--- config.mk ---
export PLATFORM = sky130hd
export DESIGN_NAME = cordic_chan_sched
export DESIGN_NICKNAME = d
export VERILOG_FILES = /design/src/rtl/cordic_chan_sched.sv
export SDC_FILE = /design/constraint.sdc
export NUM_CORES = 1
export LEC_CHECK = 0
export BUFFER_PORTS_ARGS = -buffer_cell sky130_fd_sc_hd__buf_4
export CELL_PAD_IN_SITES_DETAIL_PLACEMENT = 1
export CELL_PAD_IN_SITES_GLOBAL_PLACEMENT = 1
export CORE_MARGIN = 1
export CORE_UTILIZATION = 45
export CTS_CLUSTER_DIAMETER = 60
export DETAILED_ROUTE_END_ITERATION = 8
export GPL_TIMING_DRIVEN = 0
export HOLD_SLACK_MARGIN = 0.05
export PLACE_DENSITY_LB_ADDON = 0.3
export SLEW_MARGIN = 30
export SYNTH_ARGS = -nofsm -noshare
export SYNTH_HDL_FRONTEND = slang
export SYNTH_SLANG_ARGS = --single-unit
--- constraint.sdc ---
create_clock -name clk -period 5.2 [get_ports clk]
set_input_delay 0.52 -clock clk [delete_from_list [all_inputs] [get_ports clk]]
set_output_delay 0.52 -clock clk [all_outputs]
set_load 0.02 [all_outputs]
--- src/rtl/cordic_chan_sched.sv ---
`default_nettype none
// ============================================================================
// Module      : cordic_chan_sched
// Description : Time-multiplexes one shared cordic_phase core across NUM_CH
//               phase-accumulator channels and re-tags its results.
// Revision    : 1.0 - initial release
// ============================================================================
module cordic_chan_sched #(
    parameter int NUM_CH         = 4,
    parameter int PHASE_W        = 20,
    parameter int PHASE_MOD      = 524288,
    parameter int CORDIC_LATENCY = 16,
    parameter int OUT_W          = 16,
    localparam int CH_W          = (NUM_CH > 1) ? $clog2(NUM_CH) : 1
) (
    input  logic                clk,
    input  logic                rst,
    input  logic                sample_tick,
    input  logic                cfg_we,
    input  logic                cfg_clr,
    input  logic [CH_W-1:0]     cfg_ch,
    input  logic [PHASE_W-1:0]  cfg_inc,
    input  logic [NUM_CH-1:0]   ch_en,
    input  logic                ovr_clr,
    output logic [PHASE_W-1:0]  cordic_arg,
    input  logic [OUT_W-1:0]    cordic_sin,
    input  logic [OUT_W-1:0]    cordic_cos,
    output logic                out_valid,
    output logic [CH_W-1:0]     out_ch,
    output logic [OUT_W-1:0]    out_sin,
    output logic [OUT_W-1:0]    out_cos,
    output logic                busy,
    output logic                done,
    output logic                overrun
);

    localparam logic [1:0]         c_IDLE    = 2'd0;
    localparam logic [1:0]         c_ISSUE   = 2'd1;
    localparam logic [1:0]         c_DRAIN   = 2'd2;
    localparam int                 c_LAT     = CORDIC_LATENCY;
    localparam logic [PHASE_W:0]   c_MOD     = (PHASE_W+1)'(PHASE_MOD);
    localparam logic [PHASE_W-1:0] c_INC_MAX = PHASE_W'(PHASE_MOD - 1);

    logic [1:0]         r_state;
    logic [NUM_CH-1:0]  r_mask;
    logic [PHASE_W-1:0] r_phase [NUM_CH];
    logic [PHASE_W-1:0] r_inc   [NUM_CH];
    logic [PHASE_W-1:0] r_arg;
    // Stage 0 is the issue register (aligned with r_arg); stages 1..c_LAT
    // track the core latency so stage c_LAT lines up with the core result.
    logic [c_LAT:0]     r_tag_vld;
    logic [CH_W-1:0]    r_tag_ch [c_LAT+1];
    logic               r_out_valid;
    logic [CH_W-1:0]    r_out_ch;
    logic [OUT_W-1:0]   r_out_sin;
    logic [OUT_W-1:0]   r_out_cos;
    logic               r_done;
    logic               r_overrun;

    logic [CH_W-1:0]    w_sel;
    logic [NUM_CH-1:0]  w_mask_rest;
    logic               w_issue;
    logic [PHASE_W:0]   w_sum;
    logic [PHASE_W:0]   w_wrapped;
    logic [PHASE_W-1:0] w_inc_sat;
    logic               w_cfg_hit;
    logic               w_last_tag;

    // Lowest set bit of the remaining issue mask.
    always_comb begin
        w_sel = '0;
        for (int i = NUM_CH - 1; i >= 0; i--) begin
            if (r_mask[i]) begin
                w_sel = CH_W'(i);
            end
        end
    end

    assign w_mask_rest = r_mask & ~(NUM_CH'(1) << w_sel);
    assign w_issue     = (r_state == c_ISSUE);
    assign w_sum       = {1'b0, r_phase[w_sel]} + {1'b0, r_inc[w_sel]};
    assign w_wrapped   = (w_sum >= c_MOD) ? (w_sum - c_MOD) : w_sum;
    assign w_inc_sat   = ({1'b0, cfg_inc} >= c_MOD) ? c_INC_MAX : cfg_inc;
    assign w_cfg_hit   = (int'(cfg_ch) < NUM_CH);
    assign w_last_tag  = r_tag_vld[c_LAT] && (r_tag_vld[c_LAT-1:0] == '0);

    always_ff @(posedge clk) begin
        if (rst) begin
            r_state     <= c_IDLE;
            r_mask      <= '0;
            r_arg       <= '0;
            r_tag_vld   <= '0;
            r_out_valid <= 1'b0;
            r_out_ch    <= '0;
            r_out_sin   <= '0;
            r_out_cos   <= '0;
            r_done      <= 1'b0;
            r_overrun   <= 1'b0;
            for (int i = 0; i < NUM_CH; i++) begin
                r_phase[i] <= '0;
                r_inc[i]   <= '0;
            end
            for (int i = 0; i <= c_LAT; i++) begin
                r_tag_ch[i] <= '0;
            end
        end else begin
            r_done <= (r_state == c_DRAIN) && w_last_tag;

            case (r_state)
                c_IDLE: begin
                    if (sample_tick) begin
                        r_mask <= ch_en;
                        if (ch_en == '0) begin
                            r_done  <= 1'b1;
                            r_state <= c_DRAIN;
                        end else begin
                            r_state <= c_ISSUE;
                        end
                    end
                end
                c_ISSUE: begin
                    r_mask <= w_mask_rest;
                    if (w_mask_rest == '0) begin
                        r_state <= c_DRAIN;
                    end
                end
                c_DRAIN: begin
                    if (r_tag_vld == '0) begin
                        r_state <= c_IDLE;
                    end
                end
                default: r_state <= c_IDLE;
            endcase

            if (sample_tick && (r_state != c_IDLE)) begin
                r_overrun <= 1'b1;
            end else if (ovr_clr) begin
                r_overrun <= 1'b0;
            end

            // Clear is written after the issue update so it takes priority.
            if (w_issue) begin
                r_arg          <= r_phase[w_sel];
                r_phase[w_sel] <= w_wrapped[PHASE_W-1:0];
            end
            if (cfg_clr && w_cfg_hit) begin
                r_phase[cfg_ch] <= '0;
            end
            if (cfg_we && w_cfg_hit) begin
                r_inc[cfg_ch] <= w_inc_sat;
            end

            r_tag_vld   <= {r_tag_vld[c_LAT-1:0], w_issue};
            r_tag_ch[0] <= w_sel;
            for (int i = 1; i <= c_LAT; i++) begin
                r_tag_ch[i] <= r_tag_ch[i-1];
            end

            r_out_valid <= r_tag_vld[c_LAT];
            if (r_tag_vld[c_LAT]) begin
                r_out_ch  <= r_tag_ch[c_LAT];
                r_out_sin <= cordic_sin;
                r_out_cos <= cordic_cos;
            end
        end
    end

    assign cordic_arg = r_arg;
    assign out_valid  = r_out_valid;
    assign out_ch     = r_out_ch;
    assign out_sin    = r_out_sin;
    assign out_cos    = r_out_cos;
    assign busy       = (r_state != c_IDLE);
    assign done       = r_done;
    assign overrun    = r_overrun;

endmodule
`default_nettype wire

==> results.yml <==
min_path:
  holdPathStages: 3
  hp-start: "cordic_sin[3]"
  hold_class: "in -> reg"
  min_to: "out_sin[3]$_SDFFE_PP0P_"
floorplan:
  rows: 58
  die_area_sq_um: 26600
  die-height_um: 163
  core_area_sq_um: 25300
  die_w_um: 163
  start_util_pct: 46.2
  num_io_pins: 122
synth:
  synth.distinct_cells: 66
  async_flop_share_pct: 0
  ys_ff_latch: 274
  synth_area_leader_cell: "dfxtp_1"
  synth_compound_area_share_pct: 13.9
  muxShareOfSynthArea_pct: 5.14
  netlist_area_sq_um: 11700
  syn_avg_cell_area_sq_um: 9.32
  synth_edf_count: 80
  ys.flop_type: "dfxtp_1"
  synth_fa_ha_area_share_pct: 2.40
  synth.area.top_cells: "dfxtp_1 33%, edfxtp_1 21%, nor2_1 5.9%"
  synth_seq_area_share_pct: 53.8
  synthXorXnorAreaFrac_pct: 1.20
  yosysWarnings: 0
  netlist_instances: 1255
  yosys.area_share.simple_pct: 19.8
  synth_top_area_share_pct: 33.2
  synth_top_family_by_area: "simple AND/OR/NAND/NOR gates"
sta:
  fin_crit_ps: 4790
  finalCritPeriodShare_pct: 92.2
  setup_viol: 0
  post-route-worst-setup-slack_ps: 405
  relSlewSlack_pct: 44.9
  hold_viol_final: 0
  maxSlewViolCount: 0
  worst_pin_slew_ps: 823
  tns_ps: 0
  fmax_mhz: 209
  finClkSkew_ps: 18.6
  rsz0062_at_grt: "no"
critical_path:
  arrival_ps: 5300
  crit_path_max_incr_delay_ps: 690
  cp_max_fo: 10
  worstPathCellList: "inv_1, a21oi_1, or2_2, buf_2, buf_4, buf_1, nand2_1, a31oi_1, ha_1, inv_1, fa_1, nor2b_1, o31ai_1, a21oi_1, a21boi_0, and3_1, nor4_2, a22o_1"
  crit_path_end_kind: "register"
  timing.rr.start: "r_mask[2]$_SDFFE_PP0P_"
  rr_worst_depth: 18
  critPathKind: "reg -> reg"
  crit_family: "simple AND/OR/NAND/NOR gates"
  rrSetupSlack_ps: 410
  cp-start-kind: "register"
  reg2reg_to: "r_phase[3][19]$_SDFFE_PP0P_"
  cp_data_required_time_ps: 5710
  cp_slowest_cell: "nor4_2"
  cp_num_buf_inv: 5
layout:
  fin_cells: 1766
  num_antenna_cells: 0
  final_cell_mix: "194 x dfxtp_1, 185 x nor2_1, 132 x nand2_1, 122 x buf_4, 80 x edfxtp_1"
  area_growth_pct: 19.9
  drive_gt1_share_pct: 14.2
  fin_nets: 1497
  final_common_cell: "dfxtp_1"
  seq_area_sq_um: 6290
  multi_input_area_sq_um: 4990
  fillers: 2921
  final_area_sq_um: 14000
clock_tree:
  htreeDepth: 1
  clkTransAtPathRegs_ps: 60
  cts.sinks: 274
  post_cts_buffers: 0
  ctsResizeCount: 0
  clockRootBuffer: "clkbuf_16"
  cts_inserted_buffers: 31
  insertion_delay_ps: 570
  clk_path_buf_depth: 3
  cts_tree: "built"
  postCtsHoldBufs: 0
power:
  p_leak_uw: 0.00558
  p_total_uw: 6760
  clockPowerShare_pct: 30.9
  switching_power_uw: 2450
  power.share.sequential_pct: 37.1
  power_density_nw_per_um2: 482
  peakVddDrop_mv: 0.312
  p_int_uw: 4310
  comb_power_share_pct: 32.0
  switching_share_pct: 36.3
routing:
  drc: 0
  wirelength_um: 36000
  via_per_inst: 5.67
  drtIter0Drc: 649
  antenna_left: 0
  routedWlPerCell_um: 20.4
  dr.pass1.iters: 5
  vias: 10000
placed_design:
  port_buffers: 120
  place_congestion: 0.889
  place_inst: 1708
  place_hpwl_um: 26100
  dpl_cell_area_sq_um: 13000
  pre_cts_slack_ps: 506
grt:
  grt_overflow_total: 0
  grt_pass1_vias: 10300
  grt_pass1_wl_um: 55900
  grtUsageTotal_pct: 27.2
  antenna_found_initial: 0
  grt_max_degree: 21
run:
  maxCapViolCount: 0
run_status:
  status: "finished, final reports clean"
## cells by family after synthesis
group | Yosys count
and+or+nand+nor | 509
DFF | 274
AOI/OAI and AO/OA | 263
buffers and inverters | 110
muxes | 60
adders and majority gates | 22
xor gates and xnor gates | 16
other | 1
## power groups by stage
stage | Combinational (uW) | Sequential (uW) | Clock, uW
2_1_floorplan | 1350 | 2590 | 0
3_3_place_gp | 2080 | 2530 | 0
3_5_place_dp | 2120 | 2550 | 0
4_1_cts | 2150 | 2500 | 2110
5_1_grt | 2360 | 2520 | 2200
6_report | 2160 | 2500 | 2090
## cells in the mapped netlist (all sizes together), types with 3 or more instances
cell / n
nand3: 40
edfxtp: 80
o21a: 6
o31ai: 5
o21ai: 78
nor3: 33
inv: 29
ha: 20
nand2b: 4
a22oi: 19
and3: 3
xor2: 8
a211oi: 4
nor4: 11
dfxtp: 194
a21oi: 73
or2: 3
nor2: 185
mux2i: 60
nand3b: 3
a22o: 3
xnor2: 8
a31oi: 32
nor2b: 60
nand2: 137
nand4: 20
o22ai: 20
clkbuf: 56
buf: 24
a21o: 5
## per-stage QoR
step                      hold WS, ps  util (%)
final                             191      55.4
after floorplan                   414         -
after CTS                         178      55.3
after global placement            418      51.4
after detailed placement          425      51.4
after global routing              195      55.4
## flip-flops by register name (all words and copies together) (netlist names)
name	cells
r_inc	80
r_phase	80
r_tag_ch	34
cordic_arg	20
r_tag_vld	17
out_cos	16
out_sin	16
r_mask	4
out_ch	2
r_state	2
done	1
out_valid	1
overrun	1
## final cells by class
class | count | share of cell area [%]
Buffer | 80 | 2.35
Clock buffer | 43 | 6.36
Tap cell | 330 | 2.95
Multi-Input combinational cell | 874 | 35.6
Inverter | 30 | 0.803
Timing Repair Buffer | 121 | 6.46
Sequential cell | 274 | 44.8
Clock inverter | 14 | 0.625
## layer usage
metal	vias to the layer above	global-route usage [%]	wire (um)
met4	0	9.35	996
met1	4886	35.2	15500
met3	77	4.70	2360
met5	-	0	0
li1	4718	-	-
met2	338	45.6	17100
## how the worst max path moves through the flow
stage	startpoint	slack, ps	cells after the start	end
after global routing	r_mask[2]$_SDFFE_PP0P_	60	18	r_phase[2][19]$_SDFFE_PP0P_
after detailed placement	r_mask[2]$_SDFFE_PP0P_	510	18	r_phase[2][19]$_SDFFE_PP0P_
after floorplan	r_mask[2]$_SDFFE_PP0P_	1680	18	r_phase[2][19]$_SDFFE_PP0P_
final	r_mask[2]$_SDFFE_PP0P_	410	18	r_phase[3][19]$_SDFFE_PP0P_
after CTS	r_mask[2]$_SDFFE_PP0P_	480	18	r_phase[3][19]$_SDFFE_PP0P_
after global placement	r_mask[2]$_SDFFE_PP0P_	560	18	r_phase[2][19]$_SDFFE_PP0P_
## worst register-to-register path: stages, from the launching register on
cell and delay [ps]:
dfxtp_1 430, inv_1 120, a21oi_1 180, or2_2 130, buf_2 150, buf_4 280, buf_1 410, nand2_1 100
a31oi_1 260, ha_1 220, inv_1 60, fa_1 400, nor2b_1 220, o31ai_1 130, a21oi_1 210, a21boi_0 260
and3_1 270, nor4_2 690, a22o_1 230
No activity file was read; power rests on OpenSTA's default activity.
